[config.mk]
export PLATFORM = sky130hd
export DESIGN_NAME = eo_generator
export DESIGN_NICKNAME = d
export VERILOG_FILES = /design/src/rtl/eo_pkg.sv /design/src/rtl/eo_seed_align.sv /design/src/rtl/eo_generator.sv
export SDC_FILE = /design/constraint.sdc
export NUM_CORES = 1
export LEC_CHECK = 0
export CAP_MARGIN = 20
export CORE_MARGIN = 2
export CORE_UTILIZATION = 52
export DETAILED_ROUTE_END_ITERATION = 10
export PLACE_DENSITY = 0.82
export SYNTH_ARGS = -nofsm -noshare
export SYNTH_HDL_FRONTEND = slang
export SYNTH_SLANG_ARGS = --single-unit
export TNS_END_PERCENT = 10
[constraint.sdc]
create_clock -name clk -period 5.1 [get_ports clk]
set_clock_uncertainty 0.1 [all_clocks]
set_input_delay 0.765 -clock clk [delete_from_list [all_inputs] [get_ports clk]]
set_output_delay 0.765 -clock clk [all_outputs]
set_load 0.005 [all_outputs]
[src/rtl/eo_pkg.sv]
// rtl/eo_pkg.sv - shared types and constants for the parity number generator
package eo_pkg;

  typedef enum logic [1:0] {
    IDLE = 2'd0,
    RUN  = 2'd1,
    DONE = 2'd2
  } state_t;

  localparam logic MODE_EVEN = 1'b0;
  localparam logic MODE_ODD  = 1'b1;

  localparam int WIDTH_DEF = 8;
  localparam int LEN_W_DEF = 8;

endpackage

[src/rtl/eo_seed_align.sv]
// rtl/eo_seed_align.sv - bumps a seed to the next value of the requested parity
module eo_seed_align
  import eo_pkg::*;
#(
  parameter int WIDTH = WIDTH_DEF
) (
  input  logic [WIDTH-1:0] seed,
  input  logic             mode,
  output logic [WIDTH-1:0] aligned
);

  // Increment wraps modulo 2^WIDTH, so 255 aligned to even becomes 0.
  assign aligned = (seed[0] == mode) ? seed : seed + WIDTH'(1);

endmodule

[src/rtl/eo_generator.sv]
// rtl/eo_generator.sv - burst source of even/odd numbers with valid/ready output
// Optional sticky parity checker: define EO_GENERATOR_SELFCHECK_EN.
module eo_generator
  import eo_pkg::*;
#(
  parameter int WIDTH = WIDTH_DEF,
  parameter int LEN_W = LEN_W_DEF
) (
  input  logic             clk,
  input  logic             rst,
  input  logic             start,
  input  logic             mode,
  input  logic [WIDTH-1:0] seed,
  input  logic [LEN_W-1:0] len,
  input  logic             out_ready,
  output logic             out_valid,
  output logic [WIDTH-1:0] num,
  output logic             y,
  output logic             busy,
`ifdef EO_GENERATOR_SELFCHECK_EN
  output logic             parity_err,
`endif
  output logic             done
);

  state_t           state;
  logic [LEN_W-1:0] remaining;
  logic             mode_q;
  logic [WIDTH-1:0] aligned;

  eo_seed_align #(.WIDTH(WIDTH)) u_align (
    .seed    (seed),
    .mode    (mode),
    .aligned (aligned)
  );

  assign y = ~num[0];

  always_ff @(posedge clk or posedge rst) begin
    if (rst) begin
      state     <= IDLE;
      out_valid <= 1'b0;
      num       <= '0;
      busy      <= 1'b0;
      done      <= 1'b0;
      remaining <= '0;
      mode_q    <= MODE_EVEN;
    end else begin
      done <= 1'b0;
      case (state)
        IDLE: begin
          if (start) begin
            mode_q    <= mode;
            num       <= aligned;
            remaining <= len;
            if (len == '0) begin
              state <= DONE;
              done  <= 1'b1;
            end else begin
              state     <= RUN;
              out_valid <= 1'b1;
              busy      <= 1'b1;
            end
          end
        end
        RUN: begin
          // out_valid is always high here, so out_ready alone completes a handshake.
          if (out_ready) begin
            num       <= num + WIDTH'(2);
            remaining <= remaining - LEN_W'(1);
            if (remaining == LEN_W'(1)) begin
              state     <= DONE;
              out_valid <= 1'b0;
              busy      <= 1'b0;
              done      <= 1'b1;
            end
          end
        end
        DONE: begin
          state <= IDLE;
        end
        default: begin
          state     <= IDLE;
          out_valid <= 1'b0;
          busy      <= 1'b0;
        end
      endcase
    end
  end

`ifdef EO_GENERATOR_SELFCHECK_EN
  logic det_even;

  assign det_even = ~num[0];

  always_ff @(posedge clk or posedge rst) begin
    if (rst) begin
      parity_err <= 1'b0;
    end else if (state == IDLE && start) begin
      parity_err <= 1'b0;
    end else if (out_valid && (det_even == mode_q)) begin
      parity_err <= 1'b1;
    end
  end
`endif

endmodule

# After elaboration in Yosys (flattened, before gate mapping)
# Cells that the tools add are included.
# classes
addsub,3
n_bitwise,2
n_eq_ne,8
reduce_logical,6
n_mux,22
# op_table
operator,n
$mux W8,5
$pmux W8 S2,2
$add A8 B1 Y8 const B,1
$add A8 B2 Y8 const B,1
$eq A8 B1 Y1 const B,1
$logic_not A8 Y1,1
$mux W1,8
$mux W2,4
$ne A2 B2 Y1 const B,4
$sub A8 B1 Y8 const B,1
$reduce_and A3 Y1,2
$reduce_and A5 Y1,1
$pmux W2 S2,1
$pmux W1 S3,1
$eq A2 B1 Y1 const B,1
$eq A2 B2 Y1 const B,1
$logic_not A2 Y1,1
$not A1 Y1,2
$pmux W1 S2,1
$reduce_bool A2 Y1,1
$eq A1 B1 Y1,1
# totals
register_bits,20
word_cells,46
output_inout_bits,12

# Depth between registers and ports, before layout
# depth
ltp_word,4
ltp_mapped,6
ltp_nobuf,6

# Cells and area by module
# From an unflattened synthesis, not the netlist that was laid out.
# hier_totals
cells_unflattened,157
area_unflattened_um2,1300.0
# by_module_without_submodules
module,seq_area_each_um2,cells_each,n_inst,area_each_um2
eo_generator,500.5,139,1,1154.9
eo_seed_align,0.0,18,1,145.1

# Worst setup path before layout
# OpenSTA, ideal clock, no wires.
# synth_timing
kind,in2reg
from,input mode
to,register num[6]
arrival_ns,1.626
required_time_ns,4.863
setup_time_ns,0.137
setup_slack_ns,3.237
path_buffers,0
path_stages,4
path_cell_list,xor2_1 -> or3b_1 -> xnor2_1 -> o2111ai_1
# synth_via
elab_chain_len,4
# synth_lines
item,line_no,rtl
from (decl),eo_generator.sv:12,"input logic mode,"
$eq A1 B1 Y1,eo_seed_align.sv:13,assign aligned = (seed[0] == mode) ? seed : seed + WIDTH'(1);
$mux W8,eo_seed_align.sv:13,
$mux W8,eo_generator.sv:52,if (start) begin
$pmux W8 S2,eo_generator.sv:50,case (state)
to (signal assigned),eo_generator.sv:54,num <= aligned;
to (signal assigned),eo_generator.sv:69,num <= num + WIDTH'(2);
to (decl),eo_generator.sv:17,"output logic [WIDTH-1:0] num,"
# No other way between the ends. The select of a mux whose other input is x is not followed.
# A chain may end at the register's enable or synchronous reset.

# Worst setup path after layout
# layout_timing
from,input out_ready
to,register num[4]
# layout_via
elab_chain_len,2
# layout_lines
item,line_no,rtl
from (decl),eo_generator.sv:15,"input logic out_ready,"
$ne A2 B2 Y1 (no source line),n/a,
$reduce_and A3 Y1 (no source line),n/a,
# No other way between the ends.

==> metrics.md <==
| Metric | Value |
|---|---|
| GR Util All Layers | `between 20% and 30%` |
| Die area | `a little under 3000 um2` |
| Sequential element share of the synthesized area | `between 30% and 40%` |
| Core area | `roughly 2500 um2` |
| Clk_lat worst skew | `about 0.30 ns` |
| CTS tree | `yes` |
| CP peak stage delay | `approximately 0.76 ns` |
| Clock sink total | `20` |
| Sequence of cells on the critical path | `clkdlybuf4s50_1 > nand2_1 > a21oi_1 > o21ai_0 > a221oi_1` |
| YS warnings | `0` |
| Max Slew Vio Count | `0` |
| Synthesized area per cell | `slightly below 9 um2` |
| Hold path startpoint | `state[0]$_DFFE_PP0P_` |
| Multi-input logic area | `around 740 um2` |
| Ys async rst share | `100%` |
| Startpoint types | `primary input` |
| Input/output buffers | `32` |
| Final setup viols | `0` |
| Fin nets | `slightly above 200` |
| Layout cells sized above 1 | `between 5 and 6%` |
| RR Startpoint | `state[0]$_DFFE_PP0P_` |
| Req. time, crit path | `about 5.2 ns` |
| Yosys cell types | `45` |
| Vias/cell | `around 6` |
| Status | `completed` |
| Initial Util | `between 50% and 60%` |
| Pwr Density | `548 nW/um2` |
| Post-DP HPWL | `between 2000 and 2500 um` |
| I/O pin total | `33` |
| Worst Hold Class | `flop to flop` |
| Wire per inst | `roughly 15 um` |
| Main synth FF type | `dfrtp_1` |
| Synth Register Bits | `20` |
| Mux share of post-synthesis cell area | `less than 1%` |
| Final Hold Viols | `0` |
| Share of the synthesized area in the top cell type | `a little under two fifths` |
| Final Cycle Share | `between 50 and 60%` |
| Synthesized Nets | `~180` |
| Most common cell in the netlist | `dfrtp_1` |
| Vias in the first global route | `around 1.2k` |
| Worst Max-Slew Pin Slew | `between 0.9 and 1 ns` |
| Clock transition time at the flip-flop clock pins of the worst setup and hold paths | `between 0.1 and 0.15 ns` |
| Syn-to-layout area delta | `26.2%` |
| CTS HTree Levels | `1` |
| P_leak | `around 0.68 nW` |
| 1st-iter DRT viols | `32` |
| Top cells by area, synth | `dfrtp_1 38%, a21oi_1 4.5%, o21ai_0 4.1%` |
| Worst setup path start | `out_ready` |
| Initial antenna violation count | `0` |
| Mapped Area | `roughly 1300 um2` |
| Synth cell count leaders | `20 x dfrtp_1, 12 x a21oi_1, 11 x nand2_1, 11 x o21ai_0, 10 x nor2_1` |
| Highest-delay cell along the critical path | `a21oi_1` |
| Via count | `1287` |
| Maximum vdd drop | `0.460 mV` |
| Die Ht | `~55 um` |
| Tot Pwr | `approximately 920 uW` |
| Cell Area, Placed | `roughly 1600 um2` |
| Register area | `about 500 um2` |
| Maximum clock path buffer count | `2` |
| Util after Layout | `about two thirds` |
| Synth Area in Simple Gates | `a little under a quarter` |
| Routed Antenna Nets | `0` |
| Critical path type | `primary input to flop` |
| Max-cap violations | `0` |
| Final wirelength | `3180 um` |
| Setup TNS | `0 ns` |
| First-pass GRT wire length | `approximately 5300 um` |
| Total CTS buffers | `3` |
| Die span in x | `around 55 um` |
| # Post-CTS Setup Buffers | `0` |
| FILL cells | `202` |
| Post-route DRC violation count | `0` |
| Synth Area in Adders | `about 3.8%` |
| GRT overflow | `0` |
| Crit path max fanout | `13` |
| Post-synthesis cell count | `150` |
| RSZ-0062 raised after global routing | `false` |
| Rel. slew slack | `36.7%` |
| Row Count | `18` |
| Largest net degree at the start of global routing | `21` |
| Root Driver | `clkbuf_4` |
| Max Clk Rate | `just under 0.4 GHz` |
| CTS resizes | `0` |
| Routability congestion estimate | `around 0.84` |
| Largest area contributor in the netlist | `dfrtp_1` |
| Post-synth EDFFs | `0` |
| Main combinational cell family by area after synthesis | `compound AO/OA/AOI/OAI gates` |
| Minimum clock period | `approximately 2.6 ns` |
| First-pass DRT Iterations | `4` |
| Post-synthesis xor/xnor area fraction | `~4.6%` |
| Post-CTS Hold Fix Bufs | `0` |
| Critical path endpoint category | `flop` |
| WP data arrival | `around 2.7 ns` |
| Fin area | `1680 um2` |
| ANT cells | `0` |
| Synth Area in Compound Gates | `between 20% and 30%` |
## per-stage QoR
stage	hold WS, ns	instances	worst slack [ns]
global route	0.486	210	2.35
detailed placement	0.449	206	2.13
finish	0.471	210	2.52
global placement	0.436	206	2.30
CTS	0.468	210	2.53
floorplan	0.388	150	3.24
## critical path: cells and delay by family
| family | cells | cell delay [ns] |
|---|---|---|
| buffers and inverters | 1 | 0.52 |
| and+or+nand+nor | 1 | 0.08 |
| AOI/OAI and AO/OA | 3 | 1.31 |
## power breakdown
part           leakage, nW  switching, mW  internal (mW)
clock               0.0210         0.0497         0.0435
sequential           0.238         0.0900          0.234
combinational        0.418          0.258          0.244
## flip-flops by register name, indices dropped and copies added, names as in the netlist
signal,flops
busy,1
done,1
num,8
remaining,8
state,2
## path summary, 6_finish.rpt
| check | to | slack [ns] | cells after the start |
|---|---|---|---|
| worst max register to register | num[4]$_DFFE_PP0P_ | 2.96 | 4 |
| max in group asynchronous | busy$_DFFE_PP0P_ | 3.65 | 2 |
| worst min-delay path | busy$_DFFE_PP0P_ | 0.47 | 1 |
| worst max-delay path | num[4]$_DFFE_PP0P_ | 2.52 | 5 |
| min in group asynchronous | state[0]$_DFFE_PP0P_ | 0.78 | 2 |
| worst min register to register | busy$_DFFE_PP0P_ | 0.47 | 1 |
## area by class of cell
class / instances / area share [%]
clock buffers: 4 / 2.16
flip-flops and latches: 20 / 29.8
well taps: 30 / 2.24
repair buffers: 33 / 19.5
inverters: 9 / 2.01
multi-input cells: 114 / 44.2
## routing by layer
layer	routed length [um]	GRT usage (%)	part of all wire, %
met3	142	1.91	4.5
met1	1360	29.8	43
met2	1610	43.8	51
met5	0	0	0
met4	65	11.7	2.0
## cell usage in the layout (no fill, tap or decap), types with 4 or more instances in the layout
cell | Yosys | layout
a21oi_1 | 12 | 12
clkdlybuf4s50_1 | 0 | 32
dfrtp_1 | 20 | 20
ha_1 | 4 | 4
inv_1 | 9 | 9
nand2_1 | 11 | 11
nand3_1 | 5 | 5
nor2_1 | 10 | 10
nor3_1 | 5 | 5
nor4_1 | 4 | 4
o211ai_1 | 4 | 4
o21ai_0 | 11 | 11
xnor2_1 | 4 | 4
## cell families after synthesis
logic type	Yosys count
AND/OR/NAND/NOR	53
adder cells (fa/ha/maj)	4
multiplexers	1
XOR/XNOR	7
buffers and inverters	16
AO/OA/AOI/OAI	49
flip-flops	20
Note: power is estimated with default switching activity, not from simulation.
